==> config.mk <==
export PLATFORM = sky130hd
export DESIGN_NAME = rreg_mux_n
export DESIGN_NICKNAME = d
export VERILOG_FILES = /design/src/rtl/rreg_mux_n.sv
export SDC_FILE = /design/constraint.sdc
export NUM_CORES = 1
export LEC_CHECK = 0
export ABC_AREA = 1
export CORE_ASPECT_RATIO = 0.75
export CORE_MARGIN = 4
export CORE_UTILIZATION = 36
export CTS_BUF_LIST = sky130_fd_sc_hd__clkbuf_16
export DETAILED_ROUTE_END_ITERATION = 7
export PLACE_DENSITY = 0.9
export SLEW_MARGIN = 15
export SYNTH_ARGS = -nofsm -noshare
export SYNTH_HDL_FRONTEND = slang
export SYNTH_SLANG_ARGS = --single-unit
==> constraint.sdc <==
create_clock -name clk -period 1.35 [get_ports clk]
set_input_delay 0.27 -clock clk [delete_from_list [all_inputs] [get_ports clk]]
set_output_delay 0.27 -clock clk [all_outputs]
set_load 0.02 [all_outputs]
==> src/rtl/rreg_mux_n.sv <==
// Registered priority read-register mux: live output while idle, frozen capture per read strobe.
// Optional multi-select detection is built when RREG_MUX_CONFLICT_EN is defined.
module rreg_mux_n #(
  parameter int unsigned         WIDTH      = 8,
  parameter int unsigned         CHANNELS   = 4,
  parameter logic [WIDTH-1:0]    IDLE_VALUE = '0
) (
  input  logic                      clk,
  input  logic                      reset,
  input  logic [CHANNELS-1:0]       sel,
  input  logic [CHANNELS*WIDTH-1:0] data,
  input  logic                      rd,
  output logic [WIDTH-1:0]          o,
  output logic                      o_valid,
  output logic [CHANNELS-1:0]       rd_ack,
  output logic                      conflict,
  output logic [7:0]                conflict_count
);

  typedef enum logic {S_IDLE, S_HOLD} state_t;

  state_t              state_q, state_d;
  logic                rd_q;
  logic                rd_rise;
  logic [WIDTH-1:0]    o_q, o_d, mux_val;
  logic                valid_q, valid_d;
  logic [CHANNELS-1:0] ack_q, ack_d, win_oh;
  logic                hit;

  assign rd_rise = rd & ~rd_q;

  // Upward scan with a found flag so the lowest set index wins.
  always_comb begin
    mux_val = IDLE_VALUE;
    win_oh  = '0;
    hit     = 1'b0;
    for (int unsigned i = 0; i < CHANNELS; i++) begin
      if (sel[i] && !hit) begin
        hit       = 1'b1;
        mux_val   = data[i*WIDTH +: WIDTH];
        win_oh[i] = 1'b1;
      end
    end
  end

  always_comb begin
    state_d = state_q;
    o_d     = o_q;
    valid_d = valid_q;
    ack_d   = '0;
    case (state_q)
      S_IDLE: begin
        o_d     = mux_val;
        valid_d = 1'b0;
        if (rd_rise) begin
          state_d = S_HOLD;
          valid_d = 1'b1;
          ack_d   = win_oh;
        end
      end
      S_HOLD: begin
        if (!rd) begin
          state_d = S_IDLE;
          o_d     = mux_val;
          valid_d = 1'b0;
        end
      end
      default: state_d = S_IDLE;
    endcase
  end

  // rd_q resets high so a strobe held through reset release is not taken as an edge.
  always_ff @(posedge clk) begin
    if (reset) begin
      state_q <= S_IDLE;
      rd_q    <= 1'b1;
      o_q     <= IDLE_VALUE;
      valid_q <= 1'b0;
      ack_q   <= '0;
    end else begin
      state_q <= state_d;
      rd_q    <= rd;
      o_q     <= o_d;
      valid_q <= valid_d;
      ack_q   <= ack_d;
    end
  end

  assign o       = o_q;
  assign o_valid = valid_q;
  assign rd_ack  = ack_q;

`ifdef RREG_MUX_CONFLICT_EN
  logic       capture;
  logic       multi_sel;
  logic       conflict_q;
  logic [7:0] count_q;

  assign capture   = (state_q == S_IDLE) && rd_rise;
  // Clearing the lowest set bit leaves something only if two or more were set.
  assign multi_sel = |(sel & (sel - CHANNELS'(1)));

  always_ff @(posedge clk) begin
    if (reset) begin
      conflict_q <= 1'b0;
      count_q    <= '0;
    end else if (capture && multi_sel) begin
      conflict_q <= 1'b1;
      if (count_q != 8'hFF) count_q <= count_q + 8'd1;
    end
  end

  assign conflict       = conflict_q;
  assign conflict_count = count_q;
`else
  assign conflict       = 1'b0;
  assign conflict_count = '0;
`endif

endmodule
==> results.txt, run 1 <==
slowest CP cell: dlygate4sd2_1
Ys Warns: 0
reg2reg end: o[0]
area share of fa/ha/maj cells after synthesis: 0%
FP Rows: 15
detailed placement HPWL: 2284 um
setup slack on the worst flop-to-flop path: 370 ps
DRT Pass-1 Iters: 4
final slew viol count: 0
share of the yosys chip area belonging to registers: 31.25%
layout cells sized above 1: 22.78%
number of nets in the layout: 220
Mapped Avg Cell Area: 7.876 um^2
vias in the first global route: 975
initial core utilization: 39.69%
final hold violation count: 0
initial drt markers: 63
critical path capture point type: primary output
power density over the cells: 883.8 nW/um^2
CTS root buffer: clkbuf_16
GPL Wtd Cong: 0.7185
Vias: 1005
setup bufs post-CTS: 0
drt drc: 0
Synth Cell Area: 960.9 um^2
die area: 3568 um^2
initial antenna violation count: 0
CP max stage delay: 350 ps
Synth Register Bits: 15
Leak Pwr: 0.7605 nW
CTS tree: built
Synth Area in Simple Gates: 48.83%
CTS buffer count: 3
cell count of the worst reg-to-reg path: 3
Finished Layout Cells: 214
FF-to-FF Start: state_q
Arr. time, crit path: 930 ps
Routed WL: 2796 um
post-synthesis cell type count: 21
min cycle time layout: 1197 ps
Final Skew: 1.740 ps
CTS Sinks: 15
dpl cells: 209
mux cell area share after synthesis: 0%
Area growth, synth to finish: 63.28%
port buffer count: 51
# IOs: 61
Finished Cell Area: 1569 um^2
critical path fanouts, max: 2
Max Clock Freq: 835.2 MHz
clock buffer depth: 2
Vias/cell: 4.696
Worst Path Required: 1080 ps
Hold Path Depth: 2
Placed Instance Area: 1494 um^2
Post-Route Utilization: 64.81%
final setup fails: 0
Post-Synthesis Cells: 122
core region area: 2421 um^2
Tcrit/Tclk final: 88.69%
critical-path cell list: dlygate4sd2_1
Die Height: 52.75 um
class of the worst hold path: reg2reg
hold worst-path end: o_valid
Hold Path Origin: o_valid
unrepaired setup endpoints after global routing: false
post-synthesis xor/xnor area fraction: 0%
Hold Worst Slack: 477.3 ps
largest net degree at the start of global routing: 19
Total GRT Usage: 16.14%
VDD IR-drop max: 0.0009319 V
Compound-Gate Fraction of Synth Area: 5.208%
Worst-path clk slew: 50 ps
WP buf/inv: 1
outcome: finished, final reports clean
CP Class: reg2out
CTS H-tree depth: 1
global-route wire length before repair: 4271 um
crit start category: flop
maxcap violations: 0
WL per Instance: 13.07 um
Antenna Nets Post-Route: 0
chip width: 67.66 um
total congestion overflow: 0
Diodes inserted: 0
Crit path max-delay family: buffers and inverters
largest family of logic cells by synthesized area: simple AND/OR/NAND/NOR gates
clk_lat worst skew: 240 ps
## cell usage after synthesis
master	count	area share, %
nor2_1	12	4.7
nand3_2	16	17
or2_2	1	0.65
inv_2	1	0.39
nor2_4	1	1.2
nor2_2	8	5.2
nor2_8	1	2.1
buf_6	2	2.3
buf_12	1	2.1
o21ai_0	8	4.2
buf_2	1	0.52
conb_1	1	0.39
dfxtp_1	15	31
inv_1	3	1.2
nand3b_1	1	0.78
or2_1	1	0.65
nand2_1	19	7.4
buf_4	10	7.8
a21oi_1	2	1.0
nand2_2	1	0.65
nand3_1	17	8.9
## logic make-up (layout without fill, tap and decap cells)
group,after synthesis,after routing
simple gates,78,79
other cells,1,9
flops,15,15
compound gates,10,10
buf+inv,18,67
## report_power, final
part           internal (mW)  switching (mW)
Clock                  0.391           0.165
Combinational          0.177           0.175
Sequential             0.468          0.0111
Total                   1.04           0.351
## timing repair
item                                    4_1_cts  5_1_grt
endpoints found under the setup margin       14        3
hold buffers                                  0        0
pin swaps                                     0        1
resized for setup                            14        1
gates cloned                                  0        1
## sequential cells by signal, indices dropped and copies added, names as in the netlist
| signal | flops |
|---|---|
| o | 8 |
| rd_ack | 4 |
| o_valid | 1 |
| rd_q | 1 |
| state_q | 1 |
## layout by cell type (no fill, tap or decap), drive strengths merged
cell / instances
dlygate4sd2: 14
inv: 5
nand2: 20
dlymetal6s2s: 1
nand3: 33
nand3b: 1
buf: 8
or2: 2
a21oi: 2
clkdlybuf4s50: 36
nor2: 23
clkbuf: 3
conb: 9
dfxtp: 15
o21ai: 8
## per-stage QoR
step	total power, mW	setup WS, ps	setup TNS [ps]
after floorplan	0.6825	392.3	0
after global placement	0.8421	-206.8	-1912
after detailed placement	0.8506	-269.0	-2305
after CTS	1.394	75.40	0
after global routing	1.457	64.51	0
final	1.387	152.7	0
## worst max path at each step
stage               cells after the start  slack, ps    to  startpoint
floorplan                               7        390  o[0]      sel[1]
global placement                        6       -210  o[4]      sel[0]
detailed placement                      6       -270  o[1]      sel[0]
CTS                                     6         80  o[1]      sel[1]
global route                            4         60  o[3]          rd
finish                                  1        150  o[3]        o[3]
## worst reg2reg max path, cell delays in order (launching register included)
cell	delay, ps
dfxtp_1	350
nand2_2	190
o21ai_0	260
nor2_2	70
## layout make-up
class / count / area [um^2]
multi-input cells: 98 / 564.3
clock buffers: 3 / 75.07
fillers: 219 / 852.1
flip-flops and latches: 15 / 300.3
clock inverters: 1 / 3.754
well taps: 34 / 42.54
inverters: 4 / 15.01
repair buffers: 59 / 568.0
## per-layer routing
layer	vias up	global-route usage [%]	share of wire, %
met5	-	0	0
met4	0	2.357	0.14
met3	2	7.725	9.8
met2	45	26.66	47
met1	457	19.21	43
li1	501	-	-
Note: power is estimated with default switching activity, not from simulation.
==> run 2: changes to the inputs <==
--- a/config.mk
+++ b/config.mk
@@ -12,7 +12,7 @@
 export CTS_BUF_LIST = sky130_fd_sc_hd__clkbuf_16
 export DETAILED_ROUTE_END_ITERATION = 7
 export PLACE_DENSITY = 0.9
-export SLEW_MARGIN = 15
+export SLEW_MARGIN = 20
 export SYNTH_ARGS = -nofsm -noshare
 export SYNTH_HDL_FRONTEND = slang
 export SYNTH_SLANG_ARGS = --single-unit
==> results of run 2 <==
Same layout as run 1: the final DEF is identical, and so are final timing and power.
==> run 3: changes to the inputs <==
--- a/config.mk
+++ b/config.mk
@@ -8,10 +8,10 @@
 export ABC_AREA = 1
 export CORE_ASPECT_RATIO = 0.75
 export CORE_MARGIN = 4
-export CORE_UTILIZATION = 36
+export CORE_UTILIZATION = 30
 export CTS_BUF_LIST = sky130_fd_sc_hd__clkbuf_16
 export DETAILED_ROUTE_END_ITERATION = 7
-export PLACE_DENSITY = 0.9
+export PLACE_DENSITY = 0.82
 export SLEW_MARGIN = 20
 export SYNTH_ARGS = -nofsm -noshare
 export SYNTH_HDL_FRONTEND = slang
==> constraint.sdc (replaced) <==
create_clock -name clk -period 1 [get_ports clk]
set_input_delay 0.2 -clock clk [delete_from_list [all_inputs] [get_ports clk]]
set_output_delay 0.2 -clock clk [all_outputs]
set_load 0.02 [all_outputs]
==> run 3 against run 2 <==
Against the previous run: wire length is 5.5% higher; power up 36%; combinational power is 37% higher; register-to-register slack got worse by 330 ps; non-clock buffer count is the same; flip-flop and latch count unchanged; cell area shrank 0.48%; setup slack got worse by 110 ps; highest routed layer is now met3.
==> results.txt, run 3 (synthesis gave the netlist of run 1 again) <==
outcome: finished, final reports clean
die area: 4182 um^2
Vias: 1009
class of the worst hold path: in2reg
chip width: 73.35 um
GRT busiest layer: met2
global routing usage on met1: 17.80%
unrepaired setup endpoints after global routing: true
port buffer count: 51
GPL Wtd Cong: 0.7452
clk_lat worst skew: 240 ps
hold_buf cts: 0
number of nets in the layout: 221
clock buffer depth: 2
DRT Pass-1 Iters: 4
Final Power: 1.886 mW
Worst-path clk slew: 50 ps
Max Clock Freq: 1041 MHz
largest net degree at the start of global routing: 19
Vias/cell: 4.607
Setup TNS: 0 ps
initial drt markers: 23
Tcrit/Tclk final: 96.08%
Antenna Nets Post-Route: 0
Area growth, synth to finish: 62.50%
most common cell after layout, fill and taps aside: clkdlybuf4s50_1
WL per Instance: 13.47 um
final slew viol count: 0
drt drc: 0
Leak Pwr: 0.7454 nW
layout cells sized above 1: 35.91%
CP Class: reg2reg
min cycle time layout: 960.8 ps
max reg flops: 8
vias in the first global route: 933
core region area: 2999 um^2
FP Rows: 17
initial antenna violation count: 0
CTS buffer count: 3
Diodes inserted: 0
critical path capture point type: flop
final hold violation count: 0
Die Height: 57.02 um
final setup fails: 0
maxcap violations: 0
post-place setup slack: -529.0 ps
CTS H-tree depth: 1
power density over the cells: 1208 nW/um^2
GR Layer Usage met3: 5.106%
detailed placement HPWL: 2143 um
CTS tree: built
Worst Slack Setup Final: 39.18 ps
crit start category: flop
most frequent cells in the layout: 33 x clkdlybuf4s50_1, 21 x nand3_2, 19 x nand2_1
VDD IR-drop max: 0.0007790 V
CTS root buffer: clkbuf_16
Total GRT Usage: 13.34%
total congestion overflow: 0
Worst Path Required: 1180 ps
critical path fanouts, max: 4
global-route wire length before repair: 4319 um
CTS Sinks: 15
Post-Route Utilization: 52.07%
initial core utilization: 32.04%
Final Skew: 2.872 ps
# IOs: 61
Global Route met2 Usage: 20.76%
Arr. time, crit path: 1140 ps
Routed WL: 2950 um
==> run 3: through the flow <==
stage	instances	instance area [um^2]	hold slack (ps)
floorplan	130	991.0	269.1
global placement	212	1479	466.6
detailed placement	212	1479	475.9
CTS	217	1504	475.6
global route	219	1562	422.0
finish	219	1562	389.9
==> run 3: path summary, 6_finish.rpt <==
check               to  cells past startpoint  slack (ps)     from
min          rd_ack[3]                      5         390   sel[3]
max          rd_ack[0]                      3          40  state_q
min reg2reg    o_valid                      2         480  o_valid
max reg2reg  rd_ack[0]                      3          40  state_q
==> run 3: final cells by class <==
cell class              instances  area (um^2)
repair buffers                 59        515.5
well taps                      38        47.55
clock inverters                 1        3.754
multi-input cells              99        603.1
clock buffers                   3        75.07
inverters                       4        15.01
flip-flops and latches         15        301.5
fillers                       303         1438
==> run 3: metal layers <==
metal / share of wire [%] / wire length [um] / vias up
li1: - / - / 505
met1: 45 / 1320 / 464
met2: 45 / 1329 / 40
met3: 10 / 300 / 0
met4: 0 / 0 / 0
met5: 0 / 0 / -
==> run 3: where the power goes <==
group          switching [mW]  internal [mW]
clock                   0.229          0.528
combinational           0.247          0.234
sequential             0.0164          0.632
==> run 3: worst max-delay path: stages, from the launching register on <==
cell and delay, ps:
dfxtp_2 350, nand3b_1 180, or2_4 260, nor2_1 100
==> run 3: timing repair <==
item                                    in CTS  in global routing
endpoints found under the hold margin        0                  0
pin swaps                                    2                  4
endpoints found under the setup margin      25                 11
resized for setup                           65                 12
setup buffers                                0                  1
cloned                                       1                  1
